`config.mk`:
```
export PLATFORM = sky130hd
export DESIGN_NAME = decoder_hold
export DESIGN_NICKNAME = d
export VERILOG_FILES = /design/src/rtl/decoder_hold.sv
export SDC_FILE = /design/constraint.sdc
export NUM_CORES = 1
export LEC_CHECK = 0
export CORE_MARGIN = 3
export CORE_UTILIZATION = 50
export CTS_CLUSTER_DIAMETER = 30
export DETAILED_ROUTE_END_ITERATION = 10
export GPL_TIMING_DRIVEN = 0
export PLACE_DENSITY = 0.75
export SETUP_SLACK_MARGIN = 0.3
export SYNTH_ARGS = -nofsm -noshare
export SYNTH_HDL_FRONTEND = slang
export SYNTH_SLANG_ARGS = --single-unit
```
`constraint.sdc`:
```
create_clock -name clk -period 3 [get_ports clk]
set_input_delay 0.3 -clock clk [delete_from_list [all_inputs] [get_ports clk]]
set_output_delay 0.3 -clock clk [all_outputs]
set_load 0.02 [all_outputs]
```
`src/rtl/decoder_hold.sv`:
```
// Binary-to-one-hot decoder with a programmable hold window per accepted code.
// The decoded line is held for HOLD enabled cycles; when it drops, done pulses once.
module decoder_hold #(
   parameter int IN_LEN = 2,
   parameter int HOLD   = 4,
   parameter int CNT_W  = 8
) (
   input  logic                   clk,
   input  logic                   rst,
   input  logic                   en,
   input  logic [IN_LEN-1:0]      code,
   input  logic                   in_valid,
   output logic                   in_ready,
   output logic [(1<<IN_LEN)-1:0] y,
   output logic                   y_valid,
   output logic                   done,
   output logic                   o_dbg_state
);

   localparam int OUT_W = 1 << IN_LEN;

   typedef enum logic {
      S_IDLE = 1'b0,
      S_HOLD = 1'b1
   } state_t;

   state_t           r_state;
   logic [CNT_W-1:0] r_cnt;
   logic [OUT_W-1:0] r_y;
   logic             r_y_valid;
   logic             r_done;

   logic             w_last;
   logic             w_ready;
   logic             w_accept;

   // Handshake: a code transfers on a rising edge where in_valid and in_ready are
   // both high. in_ready depends only on en, rst and state (never on in_valid).
   // in_valid is ignored whenever in_ready is low.
   assign w_last   = (r_state == S_HOLD) && (r_cnt == '0);
   assign w_ready  = !rst && en && ((r_state == S_IDLE) || w_last);
   assign w_accept = in_valid && w_ready;

   always_ff @(posedge clk or posedge rst) begin
      if (rst) begin
         r_state   <= S_IDLE;
         r_cnt     <= '0;
         r_y       <= '0;
         r_y_valid <= 1'b0;
         r_done    <= 1'b0;
      end else begin
         r_done <= 1'b0;
         // With en low every register except done keeps its value, stretching the window.
         if (en) begin
            if (w_last)
               r_done <= 1'b1;
            if (w_accept) begin
               r_y       <= OUT_W'(1) << code;
               r_y_valid <= 1'b1;
               r_cnt     <= CNT_W'(HOLD - 1);
               r_state   <= S_HOLD;
            end else if (r_state == S_HOLD) begin
               if (r_cnt != '0) begin
                  r_cnt <= r_cnt - 1'b1;
               end else begin
                  r_y       <= '0;
                  r_y_valid <= 1'b0;
                  r_state   <= S_IDLE;
               end
            end
         end
      end
   end

   assign in_ready    = w_ready;
   assign y           = r_y;
   assign y_valid     = r_y_valid;
   assign done        = r_done;
   assign o_dbg_state = r_state;

endmodule

```
Yosys cells after proc, flatten, opt, wreduce, memory -nomap -nowiden
Cells that the tools add are included.
{ "op_classes": {"reduce_logical": 12, "addsub": 1, "shifts": 1, "n_eq_ne": 1, "mux": 14, "bitwise_logic": 1} }
{ "op_table": {"columns": ["op", "n"], "rows": [
  ["8-bit 2-to-1 mux", 3],
  ["4-bit 2-to-1 mux", 3],
  ["8-bit zero test", 1],
  ["1-bit 2-to-1 mux", 8],
  ["8-bit nonzero test", 1],
  ["8-bit by 1-bit subtractor with 8-bit output (second input constant)", 1],
  ["3-bit AND reduction", 2],
  ["1-bit logical AND", 4],
  ["2-bit nonzero test", 2],
  ["1-bit by 2-bit << shifter with 4-bit output (first input constant)", 1],
  ["2-bit != test (second input constant)", 1],
  ["1-bit zero test", 1],
  ["1-bit logical OR", 1],
  ["1-bit inverter", 1]
]} }
{ "word_totals": {"in_bits": 6, "out_inout_bits": 8, "word_cells": 35, "ff_bits": 15} }

Longest topological paths before layout
Gate-level depths: netlist (run 1).
{ "logic_depth": {"word_depth": 7, "depth_mapped": 6, "depth_no_buf": 6} }

Least setup slack after synthesis (run 1)
No wires, ideal clock.
{ "synth_timing": {"path_kind": "register to register", "from": "reg r_cnt[0]", "to": "reg r_cnt[2]", "required_ps": 2874, "period_less_slack_ps": 1871, "setup_slack_ps": 1129, "stages_incl_launch_ff": 7, "path_buffers": 0, "arrival_ps": 1745, "setup_ps": 126, "cell_sequence": "dfrtp_1 > inv_1 > ha_1 > or3b_2 > o21ai_4 > nand2_4 > a311o_1"} }
{ "synth_between": {"elab_chain_cells": 7} }
{ "synth_lines": {"columns": ["element", "line_no", "rtl"], "rows": [
  ["start, declared", "28", "logic [CNT_W-1:0] r_cnt;"],
  ["start signal, assigned", "60", "r_cnt <= CNT_W'(HOLD - 1);"],
  ["start signal, assigned", "64", "r_cnt <= r_cnt - 1'b1;"],
  ["parallel branches: the longest is 7 deep, another holds 8-bit by 1-bit subtractor with 8-bit output", null, null]
]} }
Several ways; the timed one is not identified. The select of a mux whose other input is x is not followed.
A chain may end at the register's enable or synchronous reset.

Worst setup path after layout (run 1)
{ "layout_timing": {"from": "reg r_cnt[0]", "to": "out in_ready"} }
{ "layout_between": {"elab_chain_cells": 4} }
{ "layout_lines": {"columns": ["element", "line_no", "rtl"], "rows": [
  ["8-bit zero test", "40", "assign w_last = (r_state == S_HOLD) && (r_cnt == '0);"],
  ["1-bit logical AND", "40", null],
  ["1-bit logical OR", "41", "assign w_ready = !rst && en && ((r_state == S_IDLE) || w_last);"],
  ["1-bit logical AND", "41", null],
  ["end, declared", "13", "output logic in_ready,"]
]} }
No other way between the ends.

==> flow_summary.yaml, run 1 <==
global_route:
  grt_start_max_net_pins: 18
  globalRouteOverflowTotal: 0
  grt_usage_pct: 18.3
  grt_pass1_vias: 628
  grt_antenna_before_repair: 0
  grt_pass1_wl_mm: 2.73
finish:
  fin_util_pct: 70.2
  finish.instance_area_sq_um: 993
  antenna_cells_inserted: 0
  fin_cells: 116
  layout-area-overhead-vs-synth_pct: 21.4
  final_nets: 110
  layout.filler_cells: 111
  layout-drive-gt1-share_pct: 12.9
critical_path:
  critical-path-max-stage-delay_ns: 0.50
  critPathMaxFanout: 7
  worstSetupStartpointType: "register"
  worst_r2r_path_depth: 6
  worstPathCellList: "inv_1 -> ha_1 -> or3b_2 -> o21ai_4 -> and3_2 -> dlygate4sd2_1"
  worstSetupPathType: "register to output pin"
  crit_slowest_cell: "or3b_2"
  worstSetupEndpointType: "output pin"
  critPathArrivalTime_ns: 2.25
  cp.required_ns: 2.70
route:
  routed_wirelength_mm: 1.75
  drt_first_iter_violations: 9
  dr_total_vias: 688
  drc_errors: 0
  first_pass_iters: 4
  viasPerCell: 5.93
  antenna_left: 0
  detail_route.wl_per_cell_um: 15.1
synth:
  syn-cell-area_sq_um: 818
  synth-seq-area-share_pct: 45.9
  yosysWarningCount: 0
  synthesis.instances: 84
  synth_seq_cells: 15
  synth_top_area_share_pct: 45.9
  netlist_top_cells_area: "dfrtp_1, nand2_1, mux2i_1"
  netlist_top_cells_count: "dfrtp_1, nand2_1, inv_1, o21ai_0"
  yosys_most_used_dff: "dfrtp_1"
  yosys_cell_types: 33
  synth.net_count: 92
  synthesis.area_per_instance_sq_um: 9.74
  synth.most_common_cell: "dfrtp_1"
  synth_edf_count: 0
  postSynth.asyncResetShare_pct: 100
  yosys_top_cell_by_area: "dfrtp_1"
floorplan:
  i_o_pins: 14
  die-width_um: 46.5
  placeable_area_sq_um: 1420
  floorplan.die_area_sq_um: 2160
  start_util_pct: 57.8
  fp.dieH_um: 46.5
  floorplan.rows: 13
sta:
  final-max-slew-violation-count: 0
  final_setup_skew_ns: 0.00443
  period_share_pct: 84.9
  max_freq_mhz: 393
  rsz0062_at_grt: "no"
  tns_ns: 0
  timing.slew.headroom_pct: 43.4
  layout_min_cycle_time_ns: 2.55
  worst_pin_slew_ns: 0.841
  setup_viol: 0
  hold_violations: 0
placement:
  dpl.hpwl_mm: 1.24
  dpl-instance-area_sq_um: 967
  placed_cells_incl_taps: 112
  place.gp.congestion: 0.795
  place.port_buffers: 13
clocking:
  post_cts_resized: 1
  clock_tree.root_cell: "clkbuf_4"
  maximum_level_of_the_cts_h_tree: 1
  clkLatencyLatePin_ns: 0.28
  clk_transition_reported_paths_ns: 0.10
  cts_inserted_buffers: 3
  cts-root-to-sink-buffers: 2
  cts.sinks: 15
  post_cts_setup_repair_buffer_count: 0
  cts_tree: "yes"
  cts_hold_buffers: 0
pwr:
  ir_worst_vdd_mv: 0.354
  p_leak_nw: 0.456
  pwr_density_cell_nw_per_um2: 543
hold_path:
  worstHoldPathType: "input port to asynchronous set/reset pin"
status:
  run_status: "finished, final reports clean"
job:
  drv_cap: 0
## state kept, by name, indices dropped and copies added, names as in the netlist
| name | cells |
|---|---|
| y_valid | 1 |
| y | 4 |
| o_dbg_state | 1 |
| r_cnt | 8 |
| done | 1 |
## final timing paths
kind,from,endpoint,slack [ns]
max in group asynchronous,rst,y[2],2.19
hold / removal,rst,r_cnt[7],0.41
hold reg to reg,y_valid,y_valid,0.48
setup reg to reg,r_cnt[0],r_cnt[2],0.93
setup / recovery,r_cnt[0],in_ready,0.45
min in group clk,y_valid,y_valid,0.48
## cell usage in the layout (no fill, tap or decap), types with 2 or more instances in the layout
master and count:
nand3_1 4, nor2_1 2, o21ai_0 5, nor3_1 4, and3_1 2, a31o_2 2
nand2b_1 2, dfrtp_1 15, clkdlybuf4s50_1 12, nand2_1 11, clkbuf_4 3, ha_1 2
o31ai_1 3, a21oi_1 3, or3_1 2, mux2i_1 4, inv_1 5
## per-layer routing
layer	track usage, %	wire (um)	vias up
li1	-	-	343
met1	23.8	875	325
met2	29.7	792	18
met3	3.52	69	2
met4	6.82	12	0
met5	0	0	-
## cell families after synthesis
group | after synthesis | share of synthesized area (%)
adders and majority gates | 2 | 3.06
and+or+nand+nor | 37 | 25.2
DFF | 15 | 45.9
muxes | 4 | 4.89
buffers and inverters | 6 | 2.75
AOI/OAI and AO/OA | 20 | 18.2
## metrics by stage
stage / hold WS [ns] / power, mW / setup WS, ns
6_report: 0.407 / 0.540 / 0.453
5_1_grt: 0.447 / 0.574 / 0.396
4_1_cts: 0.428 / 0.541 / 0.471
3_5_place_dp: 0.470 / 0.426 / 0.518
3_3_place_gp: 0.461 / 0.418 / 0.544
2_1_floorplan: 0.212 / 0.364 / 1.13
## worst max-delay path: cells and delay by family, from the launching register on
kind	cells	cell delay (ns)
buffers and inverters	2	0.45
flip-flops	1	0.48
AO/OA/AOI/OAI	1	0.19
AND/OR/NAND/NOR	2	0.69
adder cells (fa/ha/maj)	1	0.16
## final cells by class
class	instances	area [sq um]	share of cell area, %
clock buffers	3	22.5	2.27
multi-input cells	63	420	42.3
well taps	15	18.8	1.89
flip-flops and latches	15	375	37.8
plain buffers	1	3.75	0.378
clock inverters	1	5.00	0.504
inverters	5	18.8	1.89
repair buffers	13	129	13.0
## power by group
part / internal, mW / total (mW) / switching (mW)
logic: 0.0705 / 0.142 / 0.0712
registers: 0.238 / 0.281 / 0.0437
clock network: 0.0494 / 0.117 / 0.0672
Note: power is estimated with default switching activity, not from simulation.
==> inputs of run 2 (changes only) <==
Clock period 3 ns to 2.45 ns, I/O delays scaled along.
==> flow_summary.yaml, run 2 (synthesized netlist as in run 1, its figures left out) <==
status:
  run_status: "finished, final reports clean"
global_route:
  grt_pass1_vias: 651
  grt_usage_pct: 19.3
  grt_antenna_before_repair: 0
  grt_start_max_net_pins: 18
  globalRouteOverflowTotal: 0
  grt_pass1_wl_mm: 2.88
finish:
  final_common_cell: "dfrtp_1"
  layout-area-overhead-vs-synth_pct: 24.6
  top_register: "r_cnt"
  most-common-layout-cells: "dfrtp_1, clkdlybuf4s50_1, nand2_1"
  layout-drive-gt1-share_pct: 18.3
  final_nets: 113
  antenna_cells_inserted: 0
  largest_register_ffs: 8
pwr:
  pwr_density_cell_nw_per_um2: 671
  ir_worst_vdd_mv: 0.430
  p_leak_nw: 0.463
floorplan:
  fp.dieH_um: 46.5
  i_o_pins: 14
  floorplan.rows: 13
  floorplan.die_area_sq_um: 2160
  placeable_area_sq_um: 1420
  die-width_um: 46.5
  start_util_pct: 57.8
route:
  drc_errors: 0
  detail_route.wl_per_cell_um: 15.2
  drt_first_iter_violations: 33
  first_pass_iters: 4
  routed_wirelength_mm: 1.81
  dr_total_vias: 700
  antenna_left: 0
  viasPerCell: 5.88
clocking:
  cts_inserted_buffers: 3
  clk_transition_reported_paths_ns: 0.10
  cts-root-to-sink-buffers: 2
  cts_hold_buffers: 0
  cts_tree: "yes"
  cts.sinks: 15
  maximum_level_of_the_cts_h_tree: 1
  clock_tree.root_cell: "clkbuf_4"
  clkLatencyLatePin_ns: 0.29
sta:
  final-max-slew-violation-count: 0
  worst_pin_slew_ns: 0.853
  setup_viol: 0
  max_freq_mhz: 482
  layout_min_cycle_time_ns: 2.08
  hold_violations: 0
  tns_ns: 0
  period_share_pct: 84.7
  timing.slew.headroom_pct: 42.6
  final_setup_skew_ns: 0.00383
  layout_setup_ws_ns: 0.374
  rsz0062_at_grt: "no"
critical_path:
  critPathMaxFanout: 2
  worstSetupEndpointType: "output pin"
  cp.required_ns: 2.20
  worstPathCellList: "inv_1 -> ha_1 -> or3b_4 -> o21ai_4 -> and3_2 -> buf_2"
  rr_startpoint: "r_cnt[0]"
  setup.reg_to_reg.worst_slack_ns: 0.50
  crit_slowest_cell: "dfrtp_2"
  critical-path-max-stage-delay_ns: 0.42
  r2r_end: "r_cnt[2]"
  worst_r2r_path_depth: 7
  crit_path_start: "r_cnt[0]"
  worstSetupEndpoint: "in_ready"
  critPathArrivalTime_ns: 1.83
  worstSetupStartpointType: "register"
  worstSetupPathType: "register to output pin"
job:
  drv_cap: 0
placement:
  place.port_buffers: 13
  place.gp.congestion: 0.795
  dpl.hpwl_mm: 1.24
  placement.setup.worst_slack_ns: 0.0226
hold_path:
  worstHoldPathType: "input port to asynchronous set/reset pin"
==> run 2: routing by layer <==
| metal | vias up | global-route usage (%) | part of all wire [%] |
|---|---|---|---|
| met1 | 327 | 24.8 | 49 |
| met5 | - | 0 | 0 |
| met2 | 22 | 32.1 | 45 |
| met4 | 0 | 6.82 | 0.66 |
| li1 | 349 | - | - |
| met3 | 2 | 3.52 | 5.0 |
==> run 2: layout make-up <==
| class | instances | area [sq um] |
|---|---|---|
| Timing Repair Buffer | 16 | 148 |
| Tap cell | 15 | 18.8 |
| Buffer | 1 | 3.75 |
| Fill cell | 104 | 395 |
| Sequential cell | 15 | 377 |
| Clock buffer | 3 | 22.5 |
| Clock inverter | 1 | 5.00 |
| Multi-Input combinational cell | 63 | 423 |
| Inverter | 5 | 22.5 |
==> run 2: worst min-delay path by stage <==
stage	from	endpoint	slack (ns)	cells past startpoint
2_1_floorplan	rst	done	0.16	1
3_3_place_gp	y_valid	y_valid	0.46	2
3_5_place_dp	y_valid	y_valid	0.47	2
4_1_cts	rst	r_cnt[7]	0.37	2
5_1_grt	rst	y[0]	0.31	2
6_report	rst	done	0.29	2
==> run 2: worst max-delay path: cells and delay by family, from the launching register on <==
| kind | cells | cell delay (ns) |
|---|---|---|
| and+or+nand+nor | 2 | 0.58 |
| DFF | 1 | 0.42 |
| buffers and inverters | 2 | 0.23 |
| adders and majority gates | 1 | 0.15 |
| AOI/OAI and AO/OA | 1 | 0.15 |
==> run 2: repair_timing <==
action	4_1_cts	5_1_grt
setup endpoints to repair	1	1
buffers inserted	3	0
gates resized for setup	6	1
gates cloned	0	0
pin swaps	1	0
==> run 2: stage by stage <==
step / power, mW / cells / hold WS [ns] / instance area (sq um) / utilization, %
2_1_floorplan: 0.445 / 84 / 0.157 / 818 / -
3_3_place_gp: 0.512 / 112 / 0.461 / 967 / 68.3
3_5_place_dp: 0.522 / 112 / 0.470 / 967 / 68.3
4_1_cts: 0.682 / 119 / 0.373 / 1020 / 71.8
5_1_grt: 0.728 / 119 / 0.311 / 1020 / 72.1
6_report: 0.684 / 119 / 0.295 / 1020 / 72.1
==> run 2: report_power, final <==
| group | internal [mW] | switching [mW] | leakage [nW] |
|---|---|---|---|
| clock network | 0.0606 | 0.0856 | 0.0177 |
| logic | 0.101 | 0.105 | 0.271 |
| registers | 0.292 | 0.0395 | 0.174 |
==> inputs of run 3 (changes only) <==
Clock period 2.45 ns to 2.08 ns, I/O delays scaled along.
==> flow_summary.yaml, run 3 (synthesized netlist as in run 1, its figures left out) <==
sta:
  final_setup_skew_ns: 0.00650
  setup_viol: 0
  timing.slew.headroom_pct: 63.0
  final-max-slew-violation-count: 0
  hold_violations: 0
  period_share_pct: 93.7
  worst_pin_slew_ns: 0.550
  tns_ns: 0
  timing.hold.ws_ns: 0.273
  max_freq_mhz: 513
  rsz0062_at_grt: "yes"
  layout_min_cycle_time_ns: 1.95
critical_path:
  worstSetupPathType: "register to output pin"
  critPathMaxFanout: 2
  worstSetupEndpointType: "output pin"
  worstSetupStartpointType: "register"
  worstPathCellList: "inv_2 -> ha_4 -> or3b_4 -> o21ai_4 -> and3_4 -> buf_6"
  crit_slowest_cell: "dfrtp_2"
  critical-path-max-stage-delay_ns: 0.43
  cp.required_ns: 1.87
  critPathBufInv: 2
  largest_delay_share_family_worst_path: "simple AND/OR/NAND/NOR gates"
  critPathArrivalTime_ns: 1.74
finish:
  most-common-layout-cells: "buf_4, dfrtp_1, clkdlybuf4s50_1"
  multi_input_comb_area_sq_um: 479
  final_nets: 127
  final_common_cell: "buf_4"
  antenna_cells_inserted: 0
  layout.filler_cells: 76
  largest_register_ffs: 8
  layout-drive-gt1-share_pct: 36.4
  top_register: "r_cnt"
  register_area_sq_um: 377
  layout-area-overhead-vs-synth_pct: 45.6
pwr:
  p_seq_share_pct: 43.2
  internal_power_consumption_mw: 0.592
  ir_worst_vdd_mv: 0.740
  power.clock.fraction_pct: 19.4
  net-switching-power_mw: 0.314
  p_leak_nw: 0.531
  pwr_density_cell_nw_per_um2: 761
  comb_power_share_pct: 37.4
  switch_share_pct: 34.6
floorplan:
  fp.dieH_um: 46.5
  placeable_area_sq_um: 1420
  start_util_pct: 57.8
  floorplan.die_area_sq_um: 2160
  i_o_pins: 14
  die-width_um: 46.5
  floorplan.rows: 13
clocking:
  clkLatencyLatePin_ns: 0.30
  clk_transition_reported_paths_ns: 0.10
  clock_tree.root_cell: "clkbuf_4"
  cts_tree: "yes"
  maximum_level_of_the_cts_h_tree: 1
  cts-root-to-sink-buffers: 2
  cts.sinks: 15
  cts_inserted_buffers: 3
  cts_hold_buffers: 0
placement:
  dpl.hpwl_mm: 1.28
  place.port_buffers: 13
  place.gp.congestion: 0.855
global_route:
  grt_pass1_vias: 788
  globalRouteOverflowTotal: 0
  grt_most_used_layer: "met2"
  grt_use_met2_pct: 35.7
  grt_antenna_before_repair: 0
  grt_start_max_net_pins: 18
  use_met1_pct: 29.2
  grt_use_met3_pct: 4.30
  grt_pass1_wl_mm: 3.46
  grt_usage_pct: 23.2
route:
  drc_errors: 0
  dr_total_vias: 818
  viasPerCell: 6.15
  detail_route.wl_per_cell_um: 17.0
  antenna_left: 0
  drt_first_iter_violations: 37
  routed_wirelength_mm: 2.26
  first_pass_iters: 4
hold_path:
  worstHoldPathType: "input port to asynchronous set/reset pin"
status:
  run_status: "finished, final reports clean"
job:
  drv_cap: 0
[run 3: layer usage]
layer / vias to the layer above / share of wire, %
li1: 379 / -
met1: 393 / 43
met2: 35 / 46
met3: 11 / 6.8
met4: 0 / 4.2
met5: - / 0
[run 3: power by group through the flow]
stage	sequential [mW]	combinational [mW]	clock, mW
floorplan	0.419	0.106	0
global placement	0.403	0.203	0
detailed placement	0.405	0.210	0
CTS	0.387	0.296	0.178
global route	0.399	0.362	0.191
finish	0.391	0.339	0.176
[run 3: what timing repair did]
action                                  CTS  global route
buffers inserted                         14             3
endpoints found under the setup margin   13            13
gates resized for setup                  16            10
pin swaps                                 4             4
hold endpoints to repair                  0             0
[run 3: cell type report]
class,count,area share [%]
well taps,15,1.58
clock inverters,1,0.420
repair buffers,30,22.1
multi-input cells,63,40.2
flip-flops and latches,15,31.6
plain buffers,1,0.315
inverters,5,1.89
clock buffers,3,1.89
[run 3: path summary, 6_finish.rpt]
check	start	end	slack, ns	cells after the start
hold / removal	rst	o_dbg_state	0.27	3
max in group asynchronous	rst	r_cnt[4]	1.62	3
min in group clk	y_valid	y_valid	0.49	2
hold reg to reg	y_valid	y_valid	0.49	2
setup reg to reg	r_cnt[0]	r_cnt[4]	0.18	10
setup / recovery	r_cnt[0]	in_ready	0.13	6
[run 3: through the flow]
| stage | area, sq um | total power, mW | instances | util (%) | setup WS (ns) |
|---|---|---|---|---|---|
| 2_1_floorplan | 821 | 0.526 | 84 | - | 0.358 |
| 3_3_place_gp | 970 | 0.606 | 112 | 68.5 | -0.193 |
| 3_5_place_dp | 970 | 0.615 | 112 | 68.5 | -0.199 |
| 4_1_cts | 1140 | 0.861 | 130 | 80.5 | 0.154 |
| 5_1_grt | 1190 | 0.952 | 133 | 84.2 | 0.0802 |
| 6_report | 1190 | 0.906 | 133 | 84.2 | 0.130 |
[run 3: worst reg2reg max path, stage by stage (launching register included)]
cell and delay, ns:
dfrtp_2 0.43, inv_2 0.08, buf_4 0.11, buf_4 0.10, buf_4 0.09, buf_4 0.09
ha_1 0.17, inv_1 0.08, or3_4 0.39, o31ai_2 0.19, a31o_2 0.13
==> RTL change, RTL diff (settings of run 1) <==
`CNT_W`: 8 -> 6.
--- a/src/rtl/decoder_hold.sv
+++ b/src/rtl/decoder_hold.sv
@@ -3,7 +3,7 @@
 module decoder_hold #(
    parameter int IN_LEN = 2,
    parameter int HOLD   = 4,
-   parameter int CNT_W  = 8
+   parameter int CNT_W  = 6
 ) (
    input  logic                   clk,
    input  logic                   rst,
Behaviour: same outputs for any inputs over 10 cycles, from zero or initial values and one cycle with rst high; that may be too few to reach the edited logic, so the function may still have changed.
==> RTL change against run 1 <==
Routed wire length fell by 9.6%. Worst setup slack improved by 79 ps. Cell area decreased by 6.5%. Sequential cell count is 2 lower. Utilization decreased by 1.4 points. Area after synthesis down 8.1%. Final cell count is the same. Worst hold slack gained 12 ps. Total power grew 9.1%. Highest routed layer unchanged.
==> RTL change: results (changes against run 1) <==
post-cts gate resize count=0 (-1); largest net degree at the start of global routing=14 (-4); vias in the first global route=619 (-1.4%); Setup Fix Bufs, Post-CTS=0 (unchanged); status=completed; layout cell share with drive strength beyond 1=7.921% (-5.0 points); Synth area leaders=dfrtp_1 43%, nand2_1 5.5%, a21oi_1 4.7%, a221o_1 4.0%, nor2_1 3.5%; htree depth=1 (unchanged); Cell Int Power=0.3820 mW (+6.8%); sequential fraction of the synthesis area=43.26% (-2.6 points); first-pass GRT wire length=2787 µm (+2.3%); skew final=7.511 ps (+3.077 ps); # diodes=0 (unchanged); vias per cell=6.052 (+2.0%); Mean Syn Cell Area=8.952 µm² (-8.1%); dpl ws=839.0 ps (+321.3 ps); LEAKAGE=0.4019 nW (-12%); family with the most delay on the worst path=buffers and inverters; Sw Pwr=0.2066 mW (+13%); combinational share of power=35.0% (+8.7 points); Worst Tran Pin Value=503.5 ps (-337.0 ps); First-pass DRT Iterations=5 (+1); worst skew pair latency=280 ps (about the same); max reg flops=6 (-2); clock network fraction of total power=19.1% (-2.5 points); GPL Wtd Cong=0.8188 (+3.0%); Crit-path slowest cell=clkdlybuf4s50_1; DR iter-0 viols=30 (+21); most frequent cells after synthesis=13 x dfrtp_1, 11 x nand2_1, 7 x a21oi_1, 7 x nor2_1, 6 x inv_1; Global Route Usage Sum=18.59% (+0.31 points); DP HPWL=1138 µm (-8.4%); crit-path max cell delay=600 ps (+100 ps); final WL=1581 µm (-9.6%); placed cell area=900.9 µm² (-6.9%); worst path arrival time=2170 ps (-80 ps); Net Count, Synth=91 (-1.1%); clock buffer depth=2 (unchanged); critical path peak fanout=5 (-2); peak supply drop=0.0003647 V (+3.0%); Cells after DPL=112 (unchanged); Distinct cells, synth=27 (-18%)
==> RTL change: changes by cell type in the layout (fill, tap and decap cells not counted), sizes merged, moves of 3 or more <==
cell          run 1  this run
a21oi             3         7
nor2              2         7
mux2i             4         1
nor2b             0         4
a221o             0         3
==> RTL change: cells by family after synthesis <==
| logic type | share of synthesized area [%] |
|---|---|
| AOI/OAI and AO/OA | 22.96 |
| adders and majority gates | 1.664 |
| buffers and inverters | 4.492 |
| DFF | 43.26 |
| muxes | 1.331 |
| and+or+nand+nor | 26.29 |
==> RTL change: worst register-to-register path, stage by stage, from the launching register on <==
cell and delay [ps]:
dfrtp_1 410, inv_1 70, ha_1 170, nand2b_1 180
o21ai_4 270, nand2_4 100, a221o_1 360
==> RTL change: cell type report <==
class	count	area [µm²]
fill	105	421.7
clock inverter	1	5.005
clock buffer	3	22.52
sequential	13	325.3
timing repair buffer	13	130.1
buffer	3	11.26
inverter	6	22.52
multi-input combinational	62	392.9
tap	15	18.77
==> RTL change: layer usage <==
| layer | share of wire (%) | up-vias | routed length (µm) | GRT usage [%] |
|---|---|---|---|---|
| met1 | 46 | 337 | 726 | 27.07 |
| met4 | 0.76 | 0 | 12 | 5.263 |
| met2 | 46 | 25 | 734 | 26.93 |
| met5 | 0 | - | 0 | 0 |
| li1 | - | 338 | - | - |
| met3 | 6.8 | 2 | 108 | 5.179 |
==> RTL change: worst paths after layout <==
check / from / to / slack [ps] / cells after the start
worst min register to register: y[0] / y[0] / 540 / 1
worst max-delay path: r_cnt[0] / in_ready / 530 / 7
worst min-delay path: rst / y_valid / 420 / 2
max in group asynchronous: rst / r_cnt[0] / 2240 / 2
min in group clk: y[0] / y[0] / 540 / 1
worst max register to register: r_cnt[0] / y[1] / 1320 / 6
